File: src/rtl/sccb_cam_responder_pkg.sv
// Shared types and constants for the SCCB camera-config responder.
// Holds the FSM state encoding, the special register addresses and the
// register-file default value helper.
package sccb_resp_pkg;

   typedef enum logic [3:0] {
      ST_IDLE     = 4'd0,
      ST_DEV_ADDR = 4'd1,
      ST_DEV_ACK  = 4'd2,
      ST_REG_ADDR = 4'd3,
      ST_REG_ACK  = 4'd4,
      ST_WR_DATA  = 4'd5,
      ST_WR_ACK   = 4'd6,
      ST_RD_DATA  = 4'd7,
      ST_RD_ACK   = 4'd8,
      ST_IGNORE   = 4'd9
   } sccb_state_t;

   localparam logic [7:0] REG_PID       = 8'h0A;
   localparam logic [7:0] REG_VER       = 8'h0B;
   localparam logic [7:0] REG_COM7      = 8'h12;
   localparam int         COM7_SRST_BIT = 7;

   // Power-on / soft-reset contents of one register.
   function automatic logic [7:0] reg_default(input logic [7:0] addr,
                                              input logic [7:0] pid,
                                              input logic [7:0] ver);
      logic [7:0] val;
      case (addr)
         REG_PID: val = pid;
         REG_VER: val = ver;
         default: val = 8'h00;
      endcase
      return val;
   endfunction

endpackage

File: src/rtl/sccb_cam_responder_if.sv
// SCCB bus bundle: the two sampled lines plus the open-drain SDA pull-down.
// The master side drives the line levels, the slave side pulls SDA low.
interface sccb_cam_responder_if;
   logic scl_in;
   logic sda_in;
   logic sda_oe;

   modport master (output scl_in, output sda_in, input  sda_oe);
   modport slave  (input  scl_in, input  sda_in, output sda_oe);
endinterface

File: src/rtl/sccb_line_cond.sv
// SCL/SDA conditioning: 2-flop synchronizers, optional 3-sample agreement
// filter (enabled by SCCB_RESP_GLITCH_FILTER_EN), and detection of SCL
// rise/fall plus bus START/STOP conditions.
module sccb_line_cond (
   input  logic clk,
   input  logic scl_i,
   input  logic sda_i,
   output logic sda_o,
   output logic scl_rise_o,
   output logic scl_fall_o,
   output logic start_o,
   output logic stop_o
);
   logic [1:0] scl_sync_q;
   logic [1:0] sda_sync_q;
   logic       scl_c_s;
   logic       sda_c_s;
   logic       scl_dly_q;
   logic       sda_dly_q;

   // Free-running synchronizers: they keep tracking the pins through reset so
   // that leaving reset mid-transfer cannot fabricate a START edge.
   always_ff @(posedge clk) begin
      scl_sync_q <= {scl_sync_q[0], scl_i};
      sda_sync_q <= {sda_sync_q[0], sda_i};
   end

`ifdef SCCB_RESP_GLITCH_FILTER_EN
   logic [1:0] scl_hist_q;
   logic [1:0] sda_hist_q;
   logic       scl_hold_q;
   logic       sda_hold_q;

   assign scl_c_s = (scl_sync_q[1] == scl_hist_q[0] && scl_sync_q[1] == scl_hist_q[1])
                    ? scl_sync_q[1] : scl_hold_q;
   assign sda_c_s = (sda_sync_q[1] == sda_hist_q[0] && sda_sync_q[1] == sda_hist_q[1])
                    ? sda_sync_q[1] : sda_hold_q;

   // Sample history and held level: a line only moves after 3 agreeing samples.
   always_ff @(posedge clk) begin
      scl_hist_q <= {scl_hist_q[0], scl_sync_q[1]};
      sda_hist_q <= {sda_hist_q[0], sda_sync_q[1]};
      scl_hold_q <= scl_c_s;
      sda_hold_q <= sda_c_s;
   end
`else
   assign scl_c_s = scl_sync_q[1];
   assign sda_c_s = sda_sync_q[1];
`endif

   // One-cycle delayed copies used for edge detection.
   always_ff @(posedge clk) begin
      scl_dly_q <= scl_c_s;
      sda_dly_q <= sda_c_s;
   end

   assign sda_o      = sda_c_s;
   assign scl_rise_o = scl_c_s & ~scl_dly_q;
   assign scl_fall_o = ~scl_c_s & scl_dly_q;
   assign start_o    = sda_dly_q & ~sda_c_s & scl_c_s & scl_dly_q;
   assign stop_o     = ~sda_dly_q & sda_c_s & scl_c_s & scl_dly_q;
endmodule

File: src/rtl/sccb_cam_responder.sv
// OV7670-style SCCB configuration target: 256x8 register file, auto-increment
// pointer, read-only PID/VER, COM7 soft reset, and a commit strobe port.
// Optional input glitch filter: define SCCB_RESP_GLITCH_FILTER_EN.
module sccb_cam_responder
   import sccb_resp_pkg::*;
#(
   parameter logic [6:0] DEV_ADDR = 7'h21,
   parameter logic [7:0] PID_VAL  = 8'h76,
   parameter logic [7:0] VER_VAL  = 8'h73
) (
   input  logic                 clk,
   input  logic                 reset,
   sccb_cam_responder_if.slave  bus,
   output logic                 wr_strobe,
   output logic [7:0]           wr_addr,
   output logic [7:0]           wr_data,
   output logic                 busy,
   input  logic [7:0]           dbg_addr,
   output logic [7:0]           dbg_data
);
   logic        sda_s, scl_rise_s, scl_fall_s, start_s, stop_s;
   sccb_state_t state_q, state_d;
   logic [3:0]  bit_cnt_q, bit_cnt_d;
   logic [7:0]  shift_q, shift_d;
   logic [7:0]  ptr_q, ptr_d;
   logic        sda_oe_q, sda_oe_d;
   logic        busy_q, busy_d;
   logic        rw_q, rw_d;
   logic        commit_s;
   logic [7:0]  commit_byte_s;
   logic [7:0]  rd_byte_s;
   logic        wr_strobe_q;
   logic [7:0]  wr_addr_q, wr_data_q;
   logic        srst_pend_q;
   logic [7:0]  regs_q [256];

   sccb_line_cond u_line_cond (
      .clk        (clk),
      .scl_i      (bus.scl_in),
      .sda_i      (bus.sda_in),
      .sda_o      (sda_s),
      .scl_rise_o (scl_rise_s),
      .scl_fall_o (scl_fall_s),
      .start_o    (start_s),
      .stop_o     (stop_s)
   );

   assign commit_byte_s = {shift_q[6:0], sda_s};
   assign rd_byte_s     = regs_q[ptr_q];

   // Protocol FSM next-state: START/STOP override everything, else per-state bit handling.
   always_comb begin
      state_d   = state_q;
      bit_cnt_d = bit_cnt_q;
      shift_d   = shift_q;
      ptr_d     = ptr_q;
      sda_oe_d  = sda_oe_q;
      busy_d    = busy_q;
      rw_d      = rw_q;
      commit_s  = 1'b0;
      if (start_s) begin
         state_d   = ST_DEV_ADDR;
         bit_cnt_d = 4'd0;
         sda_oe_d  = 1'b0;
         busy_d    = 1'b1;
      end else if (stop_s) begin
         state_d   = ST_IDLE;
         bit_cnt_d = 4'd0;
         sda_oe_d  = 1'b0;
         busy_d    = 1'b0;
      end else begin
         case (state_q)
            ST_DEV_ADDR, ST_REG_ADDR, ST_WR_DATA: begin
               if (scl_rise_s && bit_cnt_q != 4'd8) begin
                  shift_d   = commit_byte_s;
                  bit_cnt_d = bit_cnt_q + 4'd1;
                  if (state_q == ST_WR_DATA && bit_cnt_q == 4'd7) begin
                     commit_s = 1'b1;
                     ptr_d    = ptr_q + 8'd1;
                  end else begin
                     commit_s = 1'b0;
                  end
               end else if (scl_fall_s && bit_cnt_q == 4'd8) begin
                  if (state_q == ST_DEV_ADDR) begin
                     if (shift_q[7:1] == DEV_ADDR) begin
                        sda_oe_d = 1'b1;
                        rw_d     = shift_q[0];
                        state_d  = ST_DEV_ACK;
                     end else begin
                        state_d  = ST_IGNORE;
                     end
                  end else if (state_q == ST_REG_ADDR) begin
                     sda_oe_d = 1'b1;
                     ptr_d    = shift_q;
                     state_d  = ST_REG_ACK;
                  end else begin
                     sda_oe_d = 1'b1;
                     state_d  = ST_WR_ACK;
                  end
               end else begin
                  state_d = state_q;
               end
            end
            ST_DEV_ACK: begin
               if (scl_fall_s) begin
                  if (rw_q) begin
                     // Release ACK and present the first read bit on the same edge.
                     sda_oe_d  = ~rd_byte_s[7];
                     bit_cnt_d = 4'd1;
                     state_d   = ST_RD_DATA;
                  end else begin
                     sda_oe_d  = 1'b0;
                     bit_cnt_d = 4'd0;
                     state_d   = ST_REG_ADDR;
                  end
               end else begin
                  state_d = state_q;
               end
            end
            ST_REG_ACK, ST_WR_ACK: begin
               if (scl_fall_s) begin
                  sda_oe_d  = 1'b0;
                  bit_cnt_d = 4'd0;
                  state_d   = ST_WR_DATA;
               end else begin
                  state_d = state_q;
               end
            end
            ST_RD_DATA: begin
               if (scl_fall_s) begin
                  if (bit_cnt_q == 4'd8) begin
                     sda_oe_d = 1'b0;
                     state_d  = ST_RD_ACK;
                  end else begin
                     sda_oe_d  = ~rd_byte_s[3'd7 - bit_cnt_q[2:0]];
                     bit_cnt_d = bit_cnt_q + 4'd1;
                  end
               end else begin
                  state_d = state_q;
               end
            end
            ST_RD_ACK: begin
               if (scl_rise_s) begin
                  if (!sda_s) begin
                     ptr_d     = ptr_q + 8'd1;
                     bit_cnt_d = 4'd0;
                     state_d   = ST_RD_DATA;
                  end else begin
                     state_d   = ST_IGNORE;
                  end
               end else begin
                  state_d = state_q;
               end
            end
            ST_IDLE, ST_IGNORE: begin
               state_d = state_q;
            end
            default: begin
               state_d  = ST_IDLE;
               sda_oe_d = 1'b0;
               busy_d   = 1'b0;
            end
         endcase
      end
   end

   // Control and output registers, with commit strobe and soft-reset request.
   always_ff @(posedge clk) begin
      if (!reset) begin
         state_q     <= ST_IDLE;
         bit_cnt_q   <= 4'd0;
         shift_q     <= 8'h00;
         ptr_q       <= 8'h00;
         sda_oe_q    <= 1'b0;
         busy_q      <= 1'b0;
         rw_q        <= 1'b0;
         wr_strobe_q <= 1'b0;
         wr_addr_q   <= 8'h00;
         wr_data_q   <= 8'h00;
         srst_pend_q <= 1'b0;
      end else begin
         state_q     <= state_d;
         bit_cnt_q   <= bit_cnt_d;
         shift_q     <= shift_d;
         ptr_q       <= ptr_d;
         sda_oe_q    <= sda_oe_d;
         busy_q      <= busy_d;
         rw_q        <= rw_d;
         wr_strobe_q <= commit_s;
         if (commit_s) begin
            wr_addr_q <= ptr_q;
            wr_data_q <= commit_byte_s;
         end
         srst_pend_q <= commit_s && (ptr_q == REG_COM7) && commit_byte_s[COM7_SRST_BIT];
      end
   end

   // Register file: defaults on reset or COM7 soft reset, else committed writes except PID/VER.
   always_ff @(posedge clk) begin
      if (!reset || srst_pend_q) begin
         for (int i = 0; i < 256; i++) begin
            regs_q[i] <= reg_default(8'(i), PID_VAL, VER_VAL);
         end
      end else if (commit_s && ptr_q != REG_PID && ptr_q != REG_VER) begin
         regs_q[ptr_q] <= commit_byte_s;
      end
   end

   assign bus.sda_oe = sda_oe_q;
   assign wr_strobe  = wr_strobe_q;
   assign wr_addr    = wr_addr_q;
   assign wr_data    = wr_data_q;
   assign busy       = busy_q;
   assign dbg_data   = regs_q[dbg_addr];
endmodule

File: src/flat_wrapper.sv
// flat-port wrapper written by rule: the top's interface ports become plain ports
module sccb_cam_responder_flat import sccb_resp_pkg::*;
#(
   parameter logic [6:0] DEV_ADDR = 7'h21,
   parameter logic [7:0] PID_VAL  = 8'h76,
   parameter logic [7:0] VER_VAL  = 8'h73
)
  (clk, reset, wr_strobe, wr_addr, wr_data, busy, dbg_addr, dbg_data, bus_scl_in, bus_sda_in, bus_sda_oe);
  sccb_cam_responder_if bus_i ();
  input  logic clk;
  input  logic reset;
  output logic wr_strobe;
  output logic [7:0] wr_addr;
  output logic [7:0] wr_data;
  output logic busy;
  input  logic [7:0] dbg_addr;
  output logic [7:0] dbg_data;
  input wire logic [$bits(bus_i.scl_in)-1:0] bus_scl_in;
  input wire logic [$bits(bus_i.sda_in)-1:0] bus_sda_in;
  output wire logic [$bits(bus_i.sda_oe)-1:0] bus_sda_oe;
  assign bus_i.scl_in = bus_scl_in;
  assign bus_i.sda_in = bus_sda_in;
  assign bus_sda_oe = bus_i.sda_oe;
  sccb_cam_responder #(.DEV_ADDR(DEV_ADDR), .PID_VAL(PID_VAL), .VER_VAL(VER_VAL)) u_core (.clk(clk), .reset(reset), .bus(bus_i), .wr_strobe(wr_strobe), .wr_addr(wr_addr), .wr_data(wr_data), .busy(busy), .dbg_addr(dbg_addr), .dbg_data(dbg_data));
endmodule
File: config.mk
export PLATFORM = sky130hd
export DESIGN_NAME = sccb_cam_responder_flat
export DESIGN_NICKNAME = d
export VERILOG_FILES = /design/src/rtl/sccb_cam_responder_pkg.sv /design/src/rtl/sccb_cam_responder_if.sv /design/src/rtl/sccb_line_cond.sv /design/src/rtl/sccb_cam_responder.sv /design/src/flat_wrapper.sv
export SDC_FILE = /design/constraint.sdc
export NUM_CORES = 2
export LEC_CHECK = 0
export BUFFER_PORTS_ARGS = -buffer_cell sky130_fd_sc_hd__buf_2
export CAP_MARGIN = 20
export CORE_MARGIN = 4
export CORE_UTILIZATION = 52
export CTS_CLUSTER_DIAMETER = 40
export CTS_CLUSTER_SIZE = 8
export DETAILED_ROUTE_END_ITERATION = 6
export HOLD_SLACK_MARGIN = 0.12
export PLACE_DENSITY_LB_ADDON = 0.08
export RECOVER_POWER = 50
export SLEW_MARGIN = 20
export SYNTH_ARGS = -nofsm -noshare
export SYNTH_HDL_FRONTEND = slang
export SYNTH_SLANG_ARGS = --single-unit
File: constraint.sdc
create_clock -name clk -period 5.1 [get_ports clk]
set_input_delay 0.51 -clock clk [delete_from_list [all_inputs] [get_ports clk]]
set_output_delay 0.51 -clock clk [all_outputs]
set_load 0.02 [all_outputs]
== Yosys cells after proc, flatten, opt, wreduce, memory -nomap -nowiden ==
Memories as Yosys holds them, arrays and structs flattened. A register that Yosys moved wholly into a read port is not among the register bits.
Index checks and enable logic that the tools add are counted.
Storage, ports and cells
  ROM bits: 0
  bits in writable memories: 2048
  register bits: 51
  word-level logic and storage cells: 172
  output and inout port bits: 27
  memories: 1
  latch bits: 0
  input bits: 12
Memory list
  u_core.regs_q: depth 256, bits a word 8, rd ports 2, clocked after memory_dff 1, write ports 256, RTL line sccb_cam_responder.sv:35  | logic [7:0] regs_q [256];
Cells by class
  add/subtract/negate cells: 3
  multiply operators: 0
  bitwise logic cells: 20
  equal/unequal tests: 40
  mux-type cells: 65
  shift-type cells: 0
  magnitude comparators: 1
  reductions and logical operators: 26
  divide/modulo/power cells: 0
Operator list (number)
  8-bit two-way mux: 14
  4-bit two-way mux: 17
  1-bit two-way mux: 27
  4-bit by 1-bit inequality test with 1-bit output (second input constant): 6
  4-bit one-hot mux with 6 select lines: 1
  8-bit AND reduction: 3
  4-bit by 3-bit equality test with 1-bit output (second input constant): 5
  4-bit one-hot mux with 5 select lines: 1
  8-bit by 4-bit inequality test with 1-bit output (second input constant): 2
  8-bit one-hot mux with 2 select lines: 1
  2-bit by 1-bit inequality test with 1-bit output (second input constant): 7
  7-bit AND reduction: 2
  4-bit equality test (second input constant): 3
  3-bit by 1-bit inequality test with 1-bit output (second input constant): 4
  1-bit inverter: 12
  10-bit OR reduction: 1
  9-bit AND reduction: 1
  3-bit OR reduction: 3
  8-bit by 1-bit adder with 8-bit output (second input constant): 1
  1-bit bitwise AND: 8
  4-bit by 2-bit equality test with 1-bit output (second input constant): 2
  8-bit by 5-bit equality test with 1-bit output (second input constant): 1
  8-bit OR reduction: 1
  7-bit by 6-bit equality test with 1-bit output (second input constant): 1
  21 further kinds: 31

== Logic depth before layout (Yosys ltp) ==
  depth after elaboration: 14
  depth in mapped cells: 16
  mapped depth without buffers: 11

== By module ==
Synthesis repeated with hierarchy kept, for this count alone.
Unflattened totals
  cell total of the unflattened synthesis: 7658
  area total of the unflattened synthesis: 111001.5 µm²
Modules (own cells, without submodules)
  sccb_cam_responder: seq. area each 62560.0 µm², area an instance 110848.8 µm², cells an instance 7648, instances 1
  sccb_line_cond: seq. area each 120.1 µm², area an instance 152.6 µm², cells an instance 10, instances 1

== Worst setup path after synthesis ==
OpenSTA, ideal clock, no wires.
  kind: input-to-output
  from: in dbg_addr[0]
  to: out dbg_data[0]
  stages: 6
  required time: 4590 ps
  data arrival time: 3164 ps
  buffers on the path: 2
  slack: 1426 ps
  cells stage by stage: buf_2 -> clkbuf_1 -> mux4_2 -> mux4_2 -> mux4_2 -> mux4_2
Between the ends
  longest elaborated chain between the ends: 1
RTL lines
  start, declared: RTL line flat_wrapper.sv:16  | input logic [7:0] dbg_addr;
  memory read 256 x 8 bit
  end, declared: RTL line flat_wrapper.sv:17  | output logic [7:0] dbg_data;
No other way between the ends.

==> results.yml <==
critical_path:
  path_common_cell: "clkbuf_1"
  cp-startpoint: "u_core.bit_cnt_q[0]"
  critical_path_arrival_ns: 5.59
  cp_slowest_cell: "nand2_1"
  critPathCaptureType: "flip-flop"
  r2r-start: "u_core.bit_cnt_q[0]"
  path_buf_inv: 6
  cp_cell_sequence: "clkbuf_1, inv_1, ha_1, nand3b_1, nand2_1, nor4_2, buf_4, and3_1, buf_12, nand2_1, clkbuf_1, o21ai_0, clkbuf_1"
  crit_fanout: 20
  start_kind: "flip-flop"
  required_ns: 5.69
  cpPeakStageDelay_ns: 0.78
  critPathKind: "flip-flop to flip-flop"
  crit_family: "buffers and inverters"
drt:
  routed_via_density: 7.31
  drc_errors: 4
  drt_first_pass_iters: 7
  wl_per_cell_um: 40.6
  drtIter0Drc: 13700
  wl_mm: 452
  antenna_left: 0
  vias: 81300
cts:
  cts_sinks: 2107
  tritoncts: "done"
  cts_buffer_depth: 4
  clock_latency_ns: 0.97
  cts_root_buf: "clkbuf_16"
  clk_pin_slew_worst_paths_ns: 0.05
  htreeDepth: 5
  cts_made_buffers: 397
pwr:
  vdd_ir_drop_max_v: 0.000368
  switching_share_pct: 25.8
  p_total_mw: 52.5
  sequentialPowerShare_pct: 39.3
  leakagePower_nw: 45.9
  clkPwrFrac_pct: 47.8
  p_int_mw: 39.0
  p_per_area_nw_per_um2: 400
  combPwrFrac_pct: 12.9
  switchingPower_mw: 13.5
timing:
  setup_violations: 0
  period_minus_slack_ns: 5.00
  fin_skew_ns: 0.0525
  max_freq_ghz: 0.200
  slew_headroom_pct: -68.7
  rsz0062_at_grt: "no"
  fin_crit_sh_pct: 98.0
  final_hold_viol_count: 0
  worstMarginPinSlew_ns: 2.53
  drv_slew: 253
yosys:
  yosys_warnings: 0
  syn_area_per_cell_um2: 14.4
  netlist_top_cells_area: "edfxtp_1, mux4_2, and2_1, and3_1, mux2i_1"
  synth_flop_cell: "edfxtp_1"
  yosys.area_share.adder_pct: 0.0656
  yosysTopAreaCell: "edfxtp_1"
  synth_compound_area_share_pct: 3.56
  syn_area_um2: 114000
  synth_top_family_by_area: "multiplexers"
  synth_edf_count: 2048
  synth_most_common_cell: "edfxtp_1"
  seq_area_frac_synth_pct: 54.8
  synth_common_cells: "edfxtp_1, mux4_2, and2_1"
  synthCells: 7933
  async_reset_ff_share_pct: 0
  ys_types: 76
  synthSimpleGateAreaFrac_pct: 13.9
  yosys-mux-area-fraction_pct: 23.8
  synth_top_area_share_pct: 53.7
  synth_seq_cells: 2107
  synthXorXnorAreaFrac_pct: 0.0153
floorplan:
  coreArea_um2: 218000
  die_x_um: 477
  io_pins: 39
  fp.dieH_um: 477
  start_util_pct: 52.5
  dieArea_um2: 228000
  std_cell_rows: 171
global_routing:
  grt_pass1_wl_mm: 623
  grt.total_usage_pct: 39.1
  antenna_found_initial: 37
  grt_pass1_vias: 77800
  grt_max_degree: 158
  overflow: 0
run_status:
  violations: "DRC, capacitance limit, slew limit"
  status: "complete, but fails checks"
placed_design:
  dp.cells: 10400
  gp_congestion: 1.01
  dp_hpwl_mm: 302
  portBuffers: 38
hold_path:
  hp-start: "bus_sda_in"
  min_path_type: "primary input to flip-flop"
job:
  drv_cap: 5
cells_and_area:
  syn_to_final_growth_pct: 14.7
  instances_no_fill: 11100
  nets: 7990
  layout-drive-gt1-share_pct: 25.8
==> what timing repair did <==
item / CTS / global route
hold endpoints to repair: 11 / 0
hold buffers: 3 / 0
setup buffers: 1 / 0
gates resized for setup: 0 / 0
setup endpoints to repair: 1 / 0
==> metal layers <==
layer  track usage (%)  share of wire, %  vias to the layer above
met4              23.8               7.5                       22
met1              52.7                36                    42000
met2              56.0                43                     6503
li1                  -                 -                    31400
met5                 0             0.031                        -
met3              11.7                13                     1313
==> kinds of logic after synthesis <==
logic type	Yosys count
multiplexers	1395
buffers and inverters	943
AO/OA/AOI/OAI	630
other	2
AND/OR/NAND/NOR	2848
adder cells (fa/ha/maj)	6
flip-flops	2107
XOR/XNOR	2
==> metrics by stage <==
| stage | setup TNS (ns) | setup WS, ns | area [um2] | util, % | hold slack [ns] |
|---|---|---|---|---|---|
| final | 0 | 0.103 | 131000 | 60.2 | 0.198 |
| after global placement | -0.154 | -0.154 | 119000 | 54.6 | 0.311 |
| after detailed placement | 0 | 0.0123 | 119000 | 54.6 | 0.316 |
| after floorplan | 0 | 1.43 | 115000 | - | 0.310 |
| after CTS | 0 | 0.177 | 132000 | 60.4 | 0.151 |
| after global routing | 0 | 0.0851 | 131000 | 60.2 | 0.182 |
==> cells in the final DEF, fill, tap and decap left out, types with 27 or more instances in the layout <==
master,synthesis,final
edfxtp_1,2048,2048
mux4_2,1056,1056
and3_1,900,896
and2_1,921,640
clkbuf_16,0,400
buf_4,25,320
nor2_1,330,319
mux2i_1,318,318
nand2_1,320,312
and2_0,1,272
nor3_1,212,208
o21ai_0,207,179
clkbuf_1,674,178
a21oi_1,101,101
o221ai_1,96,96
buf_12,3,74
o22ai_1,65,65
clkinv_1,0,57
clkinv_2,0,52
dfxtp_1,59,44
bufinv_16,0,43
nand3_1,41,40
diode_2,0,35
nor2b_1,37,35
a22oi_1,32,32
a211oi_1,29,29
o21ai_1,1,27
==> flip-flops by register name (all words and copies together) (netlist names), 2 cells and up, named ones only <==
name	count
u_core.regs_q	2048
u_core.state_q	4
u_core.u_line_cond.sda_sync_q	2
u_core.ptr_q	8
u_core.wr_addr	8
u_core.wr_data	8
u_core.u_line_cond.scl_sync_q	2
u_core.shift_q	8
u_core.bit_cnt_q	4
==> power groups by stage <==
stage	clock network [mW]	logic [mW]	registers [mW]
3_3_place_gp	0	6.53	20.8
4_1_cts	25.2	6.60	20.6
2_1_floorplan	0	4.10	20.4
5_1_grt	26.0	6.85	20.7
3_5_place_dp	0	6.56	20.9
6_report	25.1	6.80	20.6
==> cell type report <==
type                            instances  area, um2
Timing Repair Buffer                  553       4620
Tap cell                             2854       3570
Clock buffer                          465      10300
Sequential cell                      2107      62700
Inverter                               16       72.6
Antenna cell                           35       87.6
Fill cell                           16500      86800
Clock inverter                        194       2150
Multi-Input combinational cell       4897      47700
==> final timing paths <==
kind                                 endpoint  cells past startpoint  slack, ns
max                     u_core.regs_q[191][5]                     13       0.10
min          u_core.u_line_cond.sda_sync_q[0]                      2       0.20
min reg2reg  u_core.u_line_cond.sda_sync_q[1]                      0       0.32
max reg2reg             u_core.regs_q[191][5]                     13       0.10
Note: power is estimated with default switching activity, not from simulation.
